<file path="src/rtl/exu_agu_amo_seq.sv">
// exu_agu_amo_seq: multi-cycle AMO sequencer on the AGU side of the shared ALU datapath.
// Ports: i_* issue handshake from EXU dispatch; agu_req_alu* datapath request with
// same-cycle agu_req_alu_res; agu_sbf_* shared buffer 0 (old value) / 1 (new value);
// cmd_*/rsp_* LSU bus; o_wbck_* register writeback; busy when not idle.
module exu_agu_amo_seq #(
   parameter int XLEN = 32
) (
   input  logic            clk,
   input  logic            rst_n,
   input  logic            i_valid,
   output logic            i_ready,
   input  logic [XLEN-1:0] i_rs1,
   input  logic [XLEN-1:0] i_rs2,
   input  logic [4:0]      i_rdidx,
   input  logic [3:0]      i_amo_op,
   output logic            agu_req_alu,
   output logic [XLEN-1:0] agu_req_alu_op1,
   output logic [XLEN-1:0] agu_req_alu_op2,
   output logic            agu_req_alu_swap,
   output logic            agu_req_alu_add,
   output logic            agu_req_alu_and,
   output logic            agu_req_alu_or,
   output logic            agu_req_alu_xor,
   output logic            agu_req_alu_max,
   output logic            agu_req_alu_min,
   output logic            agu_req_alu_maxu,
   output logic            agu_req_alu_minu,
   input  logic [XLEN-1:0] agu_req_alu_res,
   output logic            agu_sbf_0_ena,
   output logic [XLEN-1:0] agu_sbf_0_nxt,
   input  logic [XLEN-1:0] agu_sbf_0_r,
   output logic            agu_sbf_1_ena,
   output logic [XLEN-1:0] agu_sbf_1_nxt,
   input  logic [XLEN-1:0] agu_sbf_1_r,
   output logic            cmd_valid,
   input  logic            cmd_ready,
   output logic            cmd_read,
   output logic [XLEN-1:0] cmd_addr,
   output logic [XLEN-1:0] cmd_wdata,
   output logic [3:0]      cmd_wmask,
   input  logic            rsp_valid,
   output logic            rsp_ready,
   input  logic [XLEN-1:0] rsp_rdata,
   input  logic            rsp_err,
   output logic            o_wbck_valid,
   input  logic            o_wbck_ready,
   output logic [XLEN-1:0] o_wbck_wdat,
   output logic [4:0]      o_wbck_rdidx,
   output logic            o_wbck_err,
   output logic            o_wbck_misalgn,
   output logic            busy
);
   typedef enum logic [2:0] {IDLE, RD_CMD, RD_RSP, ALU, WR_CMD, WR_RSP, WBCK} state_t;
   state_t          state;
   logic [XLEN-1:0] rs1_r, rs2_r;
   logic [4:0]      rdidx_r;
   logic [3:0]      op_r;
   logic            err_r, misalgn_r;
   logic            is_alu, is_rd_cmd, is_wr_cmd, is_rsp;
   always_ff @(posedge clk or negedge rst_n)
      if (!rst_n) begin
         state     <= IDLE;
         rs1_r     <= '0;
         rs2_r     <= '0;
         rdidx_r   <= '0;
         op_r      <= '0;
         err_r     <= 1'b0;
         misalgn_r <= 1'b0;
      end else
         case (state)
            IDLE: if (i_valid) begin
               rs1_r     <= i_rs1;
               rs2_r     <= i_rs2;
               rdidx_r   <= i_rdidx;
               op_r      <= i_amo_op;
               err_r     <= 1'b0;
               misalgn_r <= |i_rs1[1:0];
               state     <= |i_rs1[1:0] ? WBCK : RD_CMD;
            end
            RD_CMD: if (cmd_ready) state <= RD_RSP;
            RD_RSP: if (rsp_valid) begin
               err_r <= rsp_err;
               state <= rsp_err ? WBCK : ALU;
            end
            ALU:    state <= WR_CMD;
            WR_CMD: if (cmd_ready) state <= WR_RSP;
            WR_RSP: if (rsp_valid) begin
               err_r <= rsp_err;
               state <= WBCK;
            end
            WBCK: if (o_wbck_ready) begin
               misalgn_r <= 1'b0;
               state     <= IDLE;
            end
            default: state <= IDLE;
         endcase
   assign is_alu    = state == ALU;
   assign is_rd_cmd = state == RD_CMD;
   assign is_wr_cmd = state == WR_CMD;
   assign is_rsp    = state == RD_RSP || state == WR_RSP;
   assign i_ready   = state == IDLE;
   assign busy      = state != IDLE;
   // Reserved opcodes 9-15 fall back to swap.
   assign agu_req_alu      = is_alu;
   assign agu_req_alu_op1  = is_alu ? agu_sbf_0_r : '0;
   assign agu_req_alu_op2  = is_alu ? rs2_r : '0;
   assign agu_req_alu_swap = is_alu && (op_r == 4'd0 || op_r > 4'd8);
   assign agu_req_alu_add  = is_alu && op_r == 4'd1;
   assign agu_req_alu_xor  = is_alu && op_r == 4'd2;
   assign agu_req_alu_and  = is_alu && op_r == 4'd3;
   assign agu_req_alu_or   = is_alu && op_r == 4'd4;
   assign agu_req_alu_min  = is_alu && op_r == 4'd5;
   assign agu_req_alu_max  = is_alu && op_r == 4'd6;
   assign agu_req_alu_minu = is_alu && op_r == 4'd7;
   assign agu_req_alu_maxu = is_alu && op_r == 4'd8;
   assign agu_sbf_0_ena = state == RD_RSP && rsp_valid;
   assign agu_sbf_0_nxt = rsp_rdata;
   assign agu_sbf_1_ena = is_alu;
   assign agu_sbf_1_nxt = agu_req_alu_res;
   assign cmd_valid = is_rd_cmd || is_wr_cmd;
   assign cmd_read  = is_rd_cmd;
   assign cmd_addr  = cmd_valid ? rs1_r : '0;
   assign cmd_wdata = is_wr_cmd ? agu_sbf_1_r : '0;
   assign cmd_wmask = cmd_valid ? 4'hF : 4'h0;
   assign rsp_ready = is_rsp;
   assign o_wbck_valid   = state == WBCK;
   assign o_wbck_wdat    = (state == WBCK && !misalgn_r) ? agu_sbf_0_r : '0;
   assign o_wbck_rdidx   = rdidx_r;
   assign o_wbck_err     = err_r;
   assign o_wbck_misalgn = misalgn_r;
endmodule

</file>
<file path="config.mk">
export PLATFORM = sky130hd
export DESIGN_NAME = exu_agu_amo_seq
export DESIGN_NICKNAME = d
export VERILOG_FILES = /design/src/rtl/exu_agu_amo_seq.sv
export SDC_FILE = /design/constraint.sdc
export NUM_CORES = 1
export LEC_CHECK = 0
export ABC_AREA = 1
export CAP_MARGIN = 20
export CORE_AREA = 2 2 179 181
export DETAILED_ROUTE_END_ITERATION = 10
export DIE_AREA = 0 0 181 183
export PLACE_DENSITY_LB_ADDON = 0.12
export SLEW_MARGIN = 5
export SYNTH_ARGS = -nofsm -noshare
export SYNTH_HDL_FRONTEND = slang
export SYNTH_SLANG_ARGS = --single-unit
</file>
<file path="constraint.sdc">
create_clock -name clk -period 2.2 [get_ports clk]
set_input_delay 0.55 -clock clk [delete_from_list [all_inputs] [get_ports clk]]
set_output_delay 0.55 -clock clk [all_outputs]
set_load 0.005 [all_outputs]
</file>
==> metrics.md <==
| Metric | Value |
|---|---|
| Reg2Reg Setup Slack | `0.45 ns` |
| Worst Reg-to-Reg Cells | `9` |
| Routability cong. | `0.759` |
| Yosys top cell area share | `39.1%` |
| Multi-input logic area | `2200 um^2` |
| Design Power | `0.0108 W` |
| Maximum clock rate | `423 MHz` |
| Hold Fails Final Rpt | `0` |
| Synth cell types | `25` |
| Most frequent cell on the critical path | `buf_6` |
| Worst reg2reg startpoint | `state[2]$_DFFE_PN0P_` |
| Cts hold-fix bufs | `0` |
| Register area share after synthesis | `39.1%` |
| Core region area | `31200 um^2` |
| Hpwl dp | `16600 um` |
| Die area | `33100 um^2` |
| Kind of critical path | `flop to output port` |
| Clk_skew | `0.0114 ns` |
| Failing checks | `negative setup slack` |
| DRC Markers | `0` |
| DIE WIDTH | `181 um` |
| GRT Total Usage | `12.8%` |
| Crit share post-route | `108%` |
| Starting density of the core | `16.0%` |
| FP Rows | `65` |
| Worst-path fanout max | `7` |
| Placed cell count | `1386` |
| RSZ-0062 raised after global routing | `true` |
| Share of cells above drive strength 1 | `37.4%` |
| LEAKAGE | `4.88 nW` |
| Post-detailed-route count of antenna-violating nets | `0` |
| Main synth FF type | `dfrtp_1` |
| Area leader, netlist | `dfrtp_1` |
| CP peak stage delay | `0.39 ns` |
| Worst Path Required | `1.65 ns` |
| Cell at the slowest stage of the critical path | `dfrtp_1` |
| First-pass GRT wire length | `32300 um` |
| Worst path cell trace | `buf_6 -> nor2_4 -> nand2_8 -> buf_4 -> buf_6 -> inv_4 -> buf_6 -> nand3_4 -> nor2_2 -> buf_2` |
| Min Hold Slack | `0.106 ns` |
| Final setup margin | `-0.166 ns` |
| CP Depth | `10` |
| Skew-Pair Late Insertion Delay | `0.34 ns` |
| Post-synth EDFFs | `0` |
| Drt first pass iters | `5` |
| Initial antenna violation count | `0` |
| Layout area overhead | `86.3%` |
| Die Ht | `183 um` |
| Power Dens Cells | `1160 nW/um^2` |
| Count of input and output buffers | `332` |
| Minimum clock period after layout | `2.37 ns` |
| Total CTS buffers | `9` |
| Setup violators final | `76` |
| Critical Path Source | `state[2]$_DFFE_PN0P_` |
| Cells after Synth | `718` |
| Tightest Pin Transition | `0.329 ns` |
| Largest net degree at the start of global routing | `45` |
| Post-synth top cells | `nor2_1, inv_1, nand2_1, dfrtp_1, buf_4` |
| H-tree depth | `3` |
| Worst-path clk slew | `0.07 ns` |
| I/O pins | `461` |
| Startpoint types | `flop` |
| CTS Buffer Depth | `2` |
| Initial DRC Count | `173` |
| Filler Cells Inserted | `3466` |
| CP Data Arrival Time | `1.82 ns` |
| Syn Area/Cell | `6.96 um^2` |
| Buf/Inv on CP | `6` |
| Syn nets | `926` |
| Max transition margin | `78.0%` |
| Max_cap viols | `0` |
| Root Buffer | `clkbuf_16` |
| Grt total ovfl | `0` |
| Final std cells w/o fill | `1450` |
| Worst Hold Class | `input port to async pin` |
| Critical R2R Capture | `o_wbck_misalgn$_DFFE_PN0P_` |
| Detailed Route WL | `22600 um` |
| Critical path endpoint | `agu_req_alu_minu` |
| Outcome | `finished with violations` |
| YS warnings | `0` |
| Cell family with most CP delay | `buffers and inverters` |
| TritonCTS clock tree | `done` |
| Fin nets | `1251` |
| Post-synth ARST share | `100%` |
| Vias in the first global route | `5167` |
| Worst IR drop on VDD | `0.589 mV` |
| Vias | `5311` |
| Most common cell in the netlist | `nor2_1` |
| Synth Cell Area | `4990 um^2` |
| Storage element area | `1950 um^2` |
| Final-report max-slew violation count | `0` |
| Largest cells by area after synthesis | `dfrtp_1, nor2_1, inv_1, buf_4, nand2_1` |
| Crit end category | `output port` |
| Drt wl/cell | `15.6 um` |
| #FFs+latches synth | `78` |
| Routed vias/inst | `3.66` |
| Num Clock Sinks | `78` |
| Ant diodes | `0` |
## state kept, by name, summed over array words and instances, names as in the netlist
name	cells
o_wbck_err	1
o_wbck_misalgn	1
o_wbck_rdidx	5
op_r	4
rs1_r	32
rs2_r	32
state	3
## how the worst min path moves through the flow
stage                                startpoint  cells past startpoint                     endpoint  slack, ns
floorplan                                 rst_n                      0       o_wbck_err$_DFFE_PN0P_       0.25
global placement    o_wbck_rdidx[3]$_DFFE_PN0P_                      2  o_wbck_rdidx[3]$_DFFE_PN0P_       0.46
detailed placement  o_wbck_rdidx[3]$_DFFE_PN0P_                      2  o_wbck_rdidx[3]$_DFFE_PN0P_       0.46
CTS                                       rst_n                      1        rs1_r[27]$_DFFE_PN0P_       0.10
global route                              rst_n                      1        rs1_r[27]$_DFFE_PN0P_       0.11
finish                                    rst_n                      1        rs1_r[27]$_DFFE_PN0P_       0.11
## layer usage
metal	track usage (%)	wire length, um	vias to the layer above
li1	-	-	2682
met1	15.1	9080	2375
met2	22.0	11200	226
met3	4.55	1940	28
met4	3.71	422	0
met5	0	0	-
## area by class of cell
cell class              instances  share of cell area (%)
inverters                     148                    6.12
flip-flops and latches         78                    21.0
multi-input cells             390                    23.6
clock inverters                 6                    1.25
well taps                     402                    5.40
clock buffers                  10                    2.46
repair buffers                416                    40.2
## power by group
part / switching [W] / total (W) / internal, W
Clock: 0.000687 / 0.00181 / 0.00112
Combinational: 0.00335 / 0.00661 / 0.00326
Sequential: 0.000232 / 0.00236 / 0.00213
## metrics by stage
| stage | cell area (um^2) | worst slack [ns] | utilization, % | TNS [ns] |
|---|---|---|---|---|
| final | 9310 | -0.166 | 29.8 | -5.68 |
| after global routing | 9310 | -0.261 | 29.8 | -14.40 |
| after CTS | 9030 | -0.280 | 28.9 | -20.50 |
| after detailed placement | 8380 | -0.199 | 26.8 | -5.15 |
| after global placement | 8380 | -0.197 | 26.8 | -5.70 |
| after floorplan | 4990 | 0.388 | - | 0 |
## worst register-to-register path: stages (launching register included)
cell and delay, ns:
dfrtp_1 0.37, buf_6 0.14, clkinvlp_4 0.12, buf_4 0.15, buf_4 0.13, nand2_4 0.10
inv_1 0.06, nand2_1 0.26, o21ai_0 0.19, o22ai_1 0.15
## cell usage in the layout (no fill, tap or decap), types with 6 or more instances in the layout
| cell | count |
|---|---|
| buf_2 | 97 |
| dfrtp_1 | 78 |
| buf_4 | 38 |
| inv_1 | 141 |
| dlymetal6s2s_1 | 14 |
| nand2_1 | 103 |
| nand2_2 | 8 |
| o21ai_1 | 20 |
| clkdlybuf4s50_1 | 149 |
| nor2_1 | 74 |
| o21ai_0 | 45 |
| clkbuf_16 | 14 |
| buf_12 | 14 |
| clkbuf_2 | 41 |
| o21ai_2 | 7 |
| nand3_1 | 11 |
| buf_6 | 36 |
| clkdlybuf4s15_2 | 6 |
| nor2_2 | 64 |
| clkdlybuf4s15_1 | 8 |
| nor2_4 | 38 |
## timing repair
item,in CTS,in global routing
hold endpoints to repair,0,0
setup buffers,24,22
pin swaps,7,19
setup endpoints to repair,181,171
cloned,4,5
gates resized for setup,456,360
## cell families after synthesis
family | share of synthesized area (%)
AO/OA/AOI/OAI | 8.19
AND/OR/NAND/NOR | 25.2
buffers and inverters | 27.6
flip-flops | 39.1
Note: power is estimated with default switching activity, not from simulation.
